===== src/rtl/muldiv_pkg.sv =====
// Shared definitions for the HI/LO / divide sequencer: op codes, FSM state
// encoding and default datapath / watchdog sizing.
package muldiv_pkg;

    localparam int DEF_W       = 32;
    localparam int DEF_TIMEOUT = 40;
    localparam int DEF_TW      = 6;

    localparam logic [2:0] OP_NOP  = 3'd0;
    localparam logic [2:0] OP_DIV  = 3'd1;
    localparam logic [2:0] OP_MTHI = 3'd2;
    localparam logic [2:0] OP_MTLO = 3'd3;
    localparam logic [2:0] OP_MFHI = 3'd4;
    localparam logic [2:0] OP_MFLO = 3'd5;

    typedef enum logic [1:0] {
        ST_IDLE  = 2'd0,
        ST_START = 2'd1,
        ST_WAIT  = 2'd2,
        ST_ABORT = 2'd3
    } state_t;

    // True for the op codes this block acts on; 0, 6 and 7 are ignored.
    function automatic logic is_hilo_op(input logic [2:0] op);
        return (op >= OP_DIV) && (op <= OP_MFLO);
    endfunction

endpackage


===== src/rtl/hilo_div_ctrl.sv =====
// HI/LO register owner and divide sequencer. Launches the external signed
// divider, commits its results, stalls decode while a divide is in flight
// and aborts the divider on flush or watchdog expiry.
module hilo_div_ctrl
    import muldiv_pkg::*;
#(
    parameter int W       = DEF_W,
    parameter int TIMEOUT = DEF_TIMEOUT,
    parameter int TW      = DEF_TW
) (
    input  logic         clk,
    input  logic         rst,
    input  logic         op_valid,
    input  logic [2:0]   op_code,
    input  logic [W-1:0] rs_val,
    input  logic [W-1:0] rt_val,
    input  logic         flush,
    output logic         stall,
    output logic [W-1:0] rd_data,
    output logic [W-1:0] hi_out,
    output logic [W-1:0] lo_out,
    output logic         dz_flag,
    output logic         to_err,
    output logic         div_start,
    output logic         div_rst,
    output logic [W-1:0] div_dividend,
    output logic [W-1:0] div_divisor,
    input  logic         div_end,
    input  logic         div_by_zero,
    input  logic [W-1:0] div_hi,
    input  logic [W-1:0] div_lo
);

    localparam logic [TW-1:0] WDOG_LAST = TW'(TIMEOUT - 1);

    state_t        state;
    state_t        state_next;
    logic [W-1:0]  hi_q;
    logic [W-1:0]  lo_q;
    logic [TW-1:0] wdog;
    logic          accept;
    logic          div_done;
    logic          wdog_expired;

    assign accept       = (state == ST_IDLE) && op_valid && !flush;
    assign div_done     = div_end || div_by_zero;
    assign wdog_expired = (state == ST_WAIT) && !flush && !div_done && (wdog == WDOG_LAST);

    assign hi_out    = hi_q;
    assign lo_out    = lo_q;
    assign div_start = (state == ST_START);
    assign div_rst   = (state == ST_ABORT);
    assign to_err    = wdog_expired;
    assign stall     = op_valid && is_hilo_op(op_code) && (state != ST_IDLE) && !flush;

    // Move-from reads return the register value before this cycle's edge.
    always_comb begin
        rd_data = '0;
        if (accept && (op_code == OP_MFHI)) begin
            rd_data = hi_q;
        end else if (accept && (op_code == OP_MFLO)) begin
            rd_data = lo_q;
        end
    end

    // FSM state register.
    always_ff @(posedge clk or negedge rst) begin
        if (!rst) begin
            state <= ST_IDLE;
        end else begin
            state <= state_next;
        end
    end

    // Next state: flush beats completion, completion beats the watchdog.
    always_comb begin
        state_next = state;
        case (state)
            ST_IDLE: begin
                if (accept && (op_code == OP_DIV)) begin
                    state_next = ST_START;
                end
            end
            ST_START: begin
                state_next = flush ? ST_ABORT : ST_WAIT;
            end
            ST_WAIT: begin
                if (flush) begin
                    state_next = ST_ABORT;
                end else if (div_done) begin
                    state_next = ST_IDLE;
                end else if (wdog == WDOG_LAST) begin
                    state_next = ST_ABORT;
                end
            end
            default: begin
                state_next = ST_IDLE;
            end
        endcase
    end

    // Architectural HI/LO, sticky divide-by-zero flag, operand latches and watchdog.
    always_ff @(posedge clk or negedge rst) begin
        if (!rst) begin
            hi_q         <= '0;
            lo_q         <= '0;
            dz_flag      <= 1'b0;
            div_dividend <= '0;
            div_divisor  <= '0;
            wdog         <= '0;
        end else begin
            case (state)
                ST_IDLE: begin
                    if (accept) begin
                        case (op_code)
                            OP_DIV: begin
                                div_dividend <= rs_val;
                                div_divisor  <= rt_val;
                                dz_flag      <= 1'b0;
                            end
                            OP_MTHI: hi_q <= rs_val;
                            OP_MTLO: lo_q <= rs_val;
                            default: ;
                        endcase
                    end
                end
                ST_START: begin
                    wdog <= '0;
                end
                ST_WAIT: begin
                    wdog <= wdog + TW'(1);
                    if (!flush) begin
                        if (div_by_zero) begin
                            dz_flag <= 1'b1;
                        end else if (div_end) begin
                            hi_q <= div_hi;
                            lo_q <= div_lo;
                        end
                    end
                end
                default: ;
            endcase
        end
    end

endmodule


===== config.mk =====
export PLATFORM = sky130hd
export DESIGN_NAME = hilo_div_ctrl
export DESIGN_NICKNAME = d
export VERILOG_FILES = /design/src/rtl/muldiv_pkg.sv /design/src/rtl/hilo_div_ctrl.sv
export SDC_FILE = /design/constraint.sdc
export NUM_CORES = 1
export LEC_CHECK = 0
export BUFFER_PORTS_ARGS = -buffer_cell sky130_fd_sc_hd__buf_2
export CORE_ASPECT_RATIO = 2
export CORE_MARGIN = 2
export CORE_UTILIZATION = 51
export DETAILED_ROUTE_END_ITERATION = 8
export PLACE_DENSITY = 0.95
export SLEW_MARGIN = 20
export SYNTH_ARGS = -nofsm -noshare
export SYNTH_HDL_FRONTEND = slang
export SYNTH_SLANG_ARGS = --single-unit

===== constraint.sdc =====
create_clock -name clk -period 4.6 [get_ports clk]
set_input_delay 0.23 -clock clk [delete_from_list [all_inputs] [get_ports clk]]
set_output_delay 0.23 -clock clk [all_outputs]
set_load 0.03 [all_outputs]

After elaboration in Yosys (flattened, before gate mapping)

Index checks and enable logic that the tools add are counted.
W data, S select, Z words.

Flip-flop bits (word level): 137
Latch bits: 0
Bits in writable memories: 0
ROM bits: 0
Output and inout port bits: 165
Word-level logic and storage cells: 79
Memories: 0

Add/subtract/negate cells: 1
$mul: 0
Divide/modulo/power cells: 0
Magnitude comparators: 2
Equality and inequality tests: 19
Shifts and indexed selects: 0
Mux-type cells: 26
Bitwise gates (word level): 0
Reductions and logical operators: 24

Operator list:

| operator              | count |
|---|---|
| $mux W32              | 12 |
| $pmux W32 S2          | 2 |
| $logic_and A1 B1 Y1   | 12 |
| $pmux W6 S2           | 1 |
| $reduce_and A6 Y1     | 2 |
| $ne A2 B2 Y1 const B  | 5 |
| $mux W2               | 4 |
| $ne A2 B1 Y1 const B  | 4 |
| $add A6 B1 Y6 const B | 1 |
| $eq A3 B2 Y1 const B  | 2 |
| $eq A3 B3 Y1 const B  | 2 |
| $eq A6 B6 Y1 const B  | 1 |
| $pmux W2 S3           | 1 |
| $reduce_bool A2 Y1    | 3 |
| $mux W1               | 5 |
| $reduce_and A5 Y1     | 1 |
| $eq A2 B2 Y1 const B  | 2 |
| $ne A4 B3 Y1 const B  | 1 |
| $eq A3 B1 Y1 const B  | 1 |
| $ge A3 B1 Y1 const B  | 1 |
| $le A3 B3 Y1 const B  | 1 |
| $reduce_and A3 Y1     | 1 |
| $eq A2 B1 Y1 const B  | 1 |
| $logic_not A1 Y1      | 2 |
| other kinds (4)       | 4 |

Logic depth before layout (Yosys ltp)

Word-level depth: 6
Depth in mapped cells: 9

Worst setup path after synthesis

No wires, ideal clock.

Kind: register to output
Start point: reg state[0]
End point: out rd_data[0]
Arrival time: 1.825 ns
Required time: 4.370 ns
Slack: 2.545 ns
Stages on the path, launching flop included: 8
Cells stage by stage: dfrtp_1 > inv_1 > ha_1 > buf_4 > nand4_1 > nor3_2 > clkbuf_1 > a22o_1

Word-level cells in the longest chain between the ends: 6

Ends and longest elaborated chain:

| what                                | line                | RTL |
|---|---|---|
| start: declaration                  | hilo_div_ctrl.sv:36 | `state_t state;` |
| start signal: assignment            | hilo_div_ctrl.sv:71 | `state <= state_next;` |
| $logic_not A2 Y1 *                  | hilo_div_ctrl.sv:45 | `assign accept = (state == ST_IDLE) && op_valid && !flush;` |
| $logic_and A1 B1 Y1 * (2 in series) | hilo_div_ctrl.sv:45 |  |
| $logic_and A1 B1 Y1                 | hilo_div_ctrl.sv:61 | `end else if (accept && (op_code == OP_MFLO)) begin` |
| $mux W32                            | hilo_div_ctrl.sv:61 |  |
| $mux W32 *                          | hilo_div_ctrl.sv:59 | `if (accept && (op_code == OP_MFHI)) begin` |
| end: declaration                    | hilo_div_ctrl.sv:19 | `output logic [W-1:0] rd_data,` |

Mark *: on every way between the ends. The rest lies on a longest branch, timed or not.

Final worst setup path

Start point: reg state[0]
End point: out rd_data[1]

Same word-level chain as after synthesis.

==> results.md <==
- Drt pass-1 iters: 4
- #FFs+latches synth: between 100 and 150
- Flop pwr share: 0.315
- Crit-path cells: inv_1 > ha_1 > nand4_1 > nor3_4 > buf_4 > a22o_1 > buf_2
- Core footprint: about 13000 um2
- Clk buf depth: 2
- Final #Nets: about 1000
- Slew of the pin with the lowest slew margin: 1030 ps
- RSZ-0062 raised after global routing: false
- Final Hold Fails: 0
- Die Area: 14100 um2
- Period utilisation layout: 0.796
- Net switching power: approximately 0.0034 W
- Num CTS Buffers: 17
- Crit path DAT: 3430 ps
- Share of cells above drive strength 1: 0.478
- Fill cell count: approximately 930
- Top-Level Pins: ~300
- Fmax: around 0.27 GHz
- Startpoint Class: flip-flop
- Crit end category: primary output
- Root Driver: clkbuf_16
- Initial Util: 0.516
- LEAKAGE: 4.47 nW
- Vias per Instance: around 6
- Antenna-violating nets left: 0
- R2R Setup Slk: roughly 1700 ps
- Post-Synth Simple-Gate Area: 0.0932
- Area fraction in compound gates after synthesis: 0.193
- CTS tree: built
- Via count: ~6100
- H-tree Lvls: 4
- Post-synthesis adder-cell area fraction: 0.0113
- Logic gate share of total power: 0.491
- Yosys cell types: 35
- Min Clock Period, post-route: between 3000 and 4000 ps
- Ys flop type: dfrtp_1
- VDD IR-drop max: around 0.57 mV
- Cell row count: 59
- Avg Cell Area, Syn: between 10 and 15 um2
- Hpwl dp: 15.0 mm
- Register area share after synthesis: 0.514
- Critical path's slowest cell: nor3_4
- Status: finished clean
- Mapped Area: approximately 6700 um2
- First-pass GRT wire length: between 30 and 40 mm
- Share of the synthesized area in the top cell type: 0.514
- Total gr overflow: 0
- Setup Buffers After CTS: 0
- DRC viols: 0
- Type of the tightest min-delay check: input pin to flip-flop
- Asr flop ratio synth: 1.00
- Max Cap Viol: 0
- Worst-Skew Late Latency: about 400 ps
- WL/cell: around 21 um
- Sw Share: 0.471
- Vias in the first global route: around 6200
- Power Density: between 800 and 900 nW/um2
- CP peak stage delay: between 800 and 900 ps
- Net Count, Synth: just over 700
- GRT Total Usage: 0.299
- Critical path type: flip-flop to primary output
- I/O Buffers: 301
- Finish-stage setup viols: 0
- Routed Wire Length: approximately 21 mm
- CP Max Fanout: 20
- Routability cong.: between 0.9 and 1
- Area Growth Syn to Fin: 32.7%
- Int Pwr: between 0.003 and 0.004 W
- # resized after CTS: 0
- Worst-path clk slew: 70 ps
- Die Y: between 150 and 200 um
- Clock power share: 0.194
- CP required: ~4400 ps
- Post-synth EDFFs: 0
- Synth area leader: dfrtp_1
- Slew margin rel.: 0.310
- Syn Inst Count: 578
- Clock sinks: between 100 and 150
- Initial antenna violation count: 3
- Area contributors post-synth: dfrtp_1 (51%), mux2_4 (11%), a41oi_1 (8.4%)
- Worst-case clock skew: roughly 9.0 ps
- Largest net degree at the start of global routing: about 130
- Die Wd: between 80 and 90 um
- Slew Viols, Final: 0
- Final instance area: about 9000 um2
- Tot Pwr: around 0.0071 W
- Ys Warns: 0
- XOR/XNOR share of the synthesized area: 0.00131
- Initial DRC count: between 300 and 400
- Setup_tns: 0 ps
- Largest family of logic cells by synthesized area: compound AO/OA/AOI/OAI gates
- Placed inst area: about 8000 um2
- Post-synthesis mux area share: 0.140
[state kept, by name (all words and copies together), names as in the netlist]
name,flops
lo_out,32
dz_flag,1
div_divisor,32
state,2
div_dividend,32
hi_out,32
wdog,6
[metrics by stage]
stage	hold WS [ps]	worst slack (ps)	instances	utilization
floorplan	-65.6	2550	578	-
global placement	407	1470	986	0.636
detailed placement	412	1310	986	0.636
CTS	32.7	872	1019	0.684
global route	31.3	746	1023	0.685
finish	52.4	937	1023	0.685
[path summary, 6_finish.rpt]
check / cells after the start / from / endpoint
worst min register to register: 1 / div_dividend[16]$_DFFE_PN0P_ / div_dividend[16]$_DFFE_PN0P_
worst max register to register: 5 / state[0]$_DFFE_PN0P_ / div_divisor[30]$_DFFE_PN0P_
min in group asynchronous: 2 / rst / div_divisor[13]$_DFFE_PN0P_
max in group asynchronous: 3 / rst / lo_out[23]$_DFFE_PN0P_
worst min-delay path: 2 / rt_val[18] / div_divisor[18]$_DFFE_PN0P_
worst max-delay path: 7 / state[0]$_DFFE_PN0P_ / rd_data[1]
[power by group through the flow]
stage               Clock (W)  Combinational (W)  Sequential (W)
global placement            0            0.00339         0.00221
global route          0.00146            0.00372         0.00231
detailed placement          0            0.00349         0.00224
CTS                   0.00140            0.00351         0.00223
finish                0.00138            0.00350         0.00224
floorplan                   0            0.00139         0.00323
[cells in the mapped netlist, drive strengths merged, types with 2 or more instances]
library cell  instances
dfrtp               137
nand2                68
a21oi                67
mux2                 65
a41oi                64
nand2b               35
a22o                 33
buf                  29
clkbuf               24
o21ai                 9
inv                   8
ha                    6
nor2                  6
nand3                 4
nand4                 3
nor3                  3
a211oi                2
a31oi                 2
mux2i                 2
nor2b                 2
[cells by family after synthesis]
group / Yosys count
AOI/OAI and AO/OA: 179
DFF: 137
and+or+nand+nor: 127
muxes: 67
buffers and inverters: 61
adders and majority gates: 6
xor gates and xnor gates: 1
[area by class of cell]
type,instances,area (um2),share of cell area
Sequential cell,137,3430,0.387
Multi-Input combinational cell,380,2990,0.337
Timing Repair Buffer,311,1610,0.182
Clock buffer,18,439,0.0496
Tap cell,152,190,0.0215
Clock inverter,14,161,0.0182
Inverter,8,30.0,0.00339
Antenna cell,3,7.51,0.000848
[per-layer routing]
layer,track usage,vias to the layer above,wire (um)
li1,-,2716,-
met1,0.369,3016,7970
met2,0.489,343,10900
met3,0.0502,70,1160
met4,0.174,0,1020
met5,0,-,0
[repair_timing]
item / in CTS / in global routing
hold buffers: 1 / 0
hold endpoints to repair: 49 / 0
setup endpoints to repair: 0 / 0
[critical path: cells and delay by family, from the launching register on]
kind | cells | cell delay [ps]
and+or+nand+nor | 2 | 1200
AOI/OAI and AO/OA | 1 | 160
buffers and inverters | 3 | 740
DFF | 1 | 420
adders and majority gates | 1 | 500
[cell usage in the layout, fill, tap and decap left out, types with 4 or more instances in the layout]
cell type | synthesis | final
buf_4 | 8 | 7
clkinv_4 | 0 | 4
clkbuf_16 | 0 | 17
nand2b_1 | 35 | 35
nor2_1 | 6 | 6
inv_6 | 0 | 4
dfrtp_1 | 137 | 137
o21ai_0 | 7 | 7
nand2_1 | 68 | 68
buf_2 | 16 | 300
mux2_2 | 16 | 16
inv_1 | 8 | 8
mux2_4 | 49 | 49
a41oi_1 | 64 | 64
a21oi_1 | 67 | 67
ha_1 | 6 | 5
a22o_1 | 33 | 33
No activity file was read; power rests on OpenSTA's default activity.
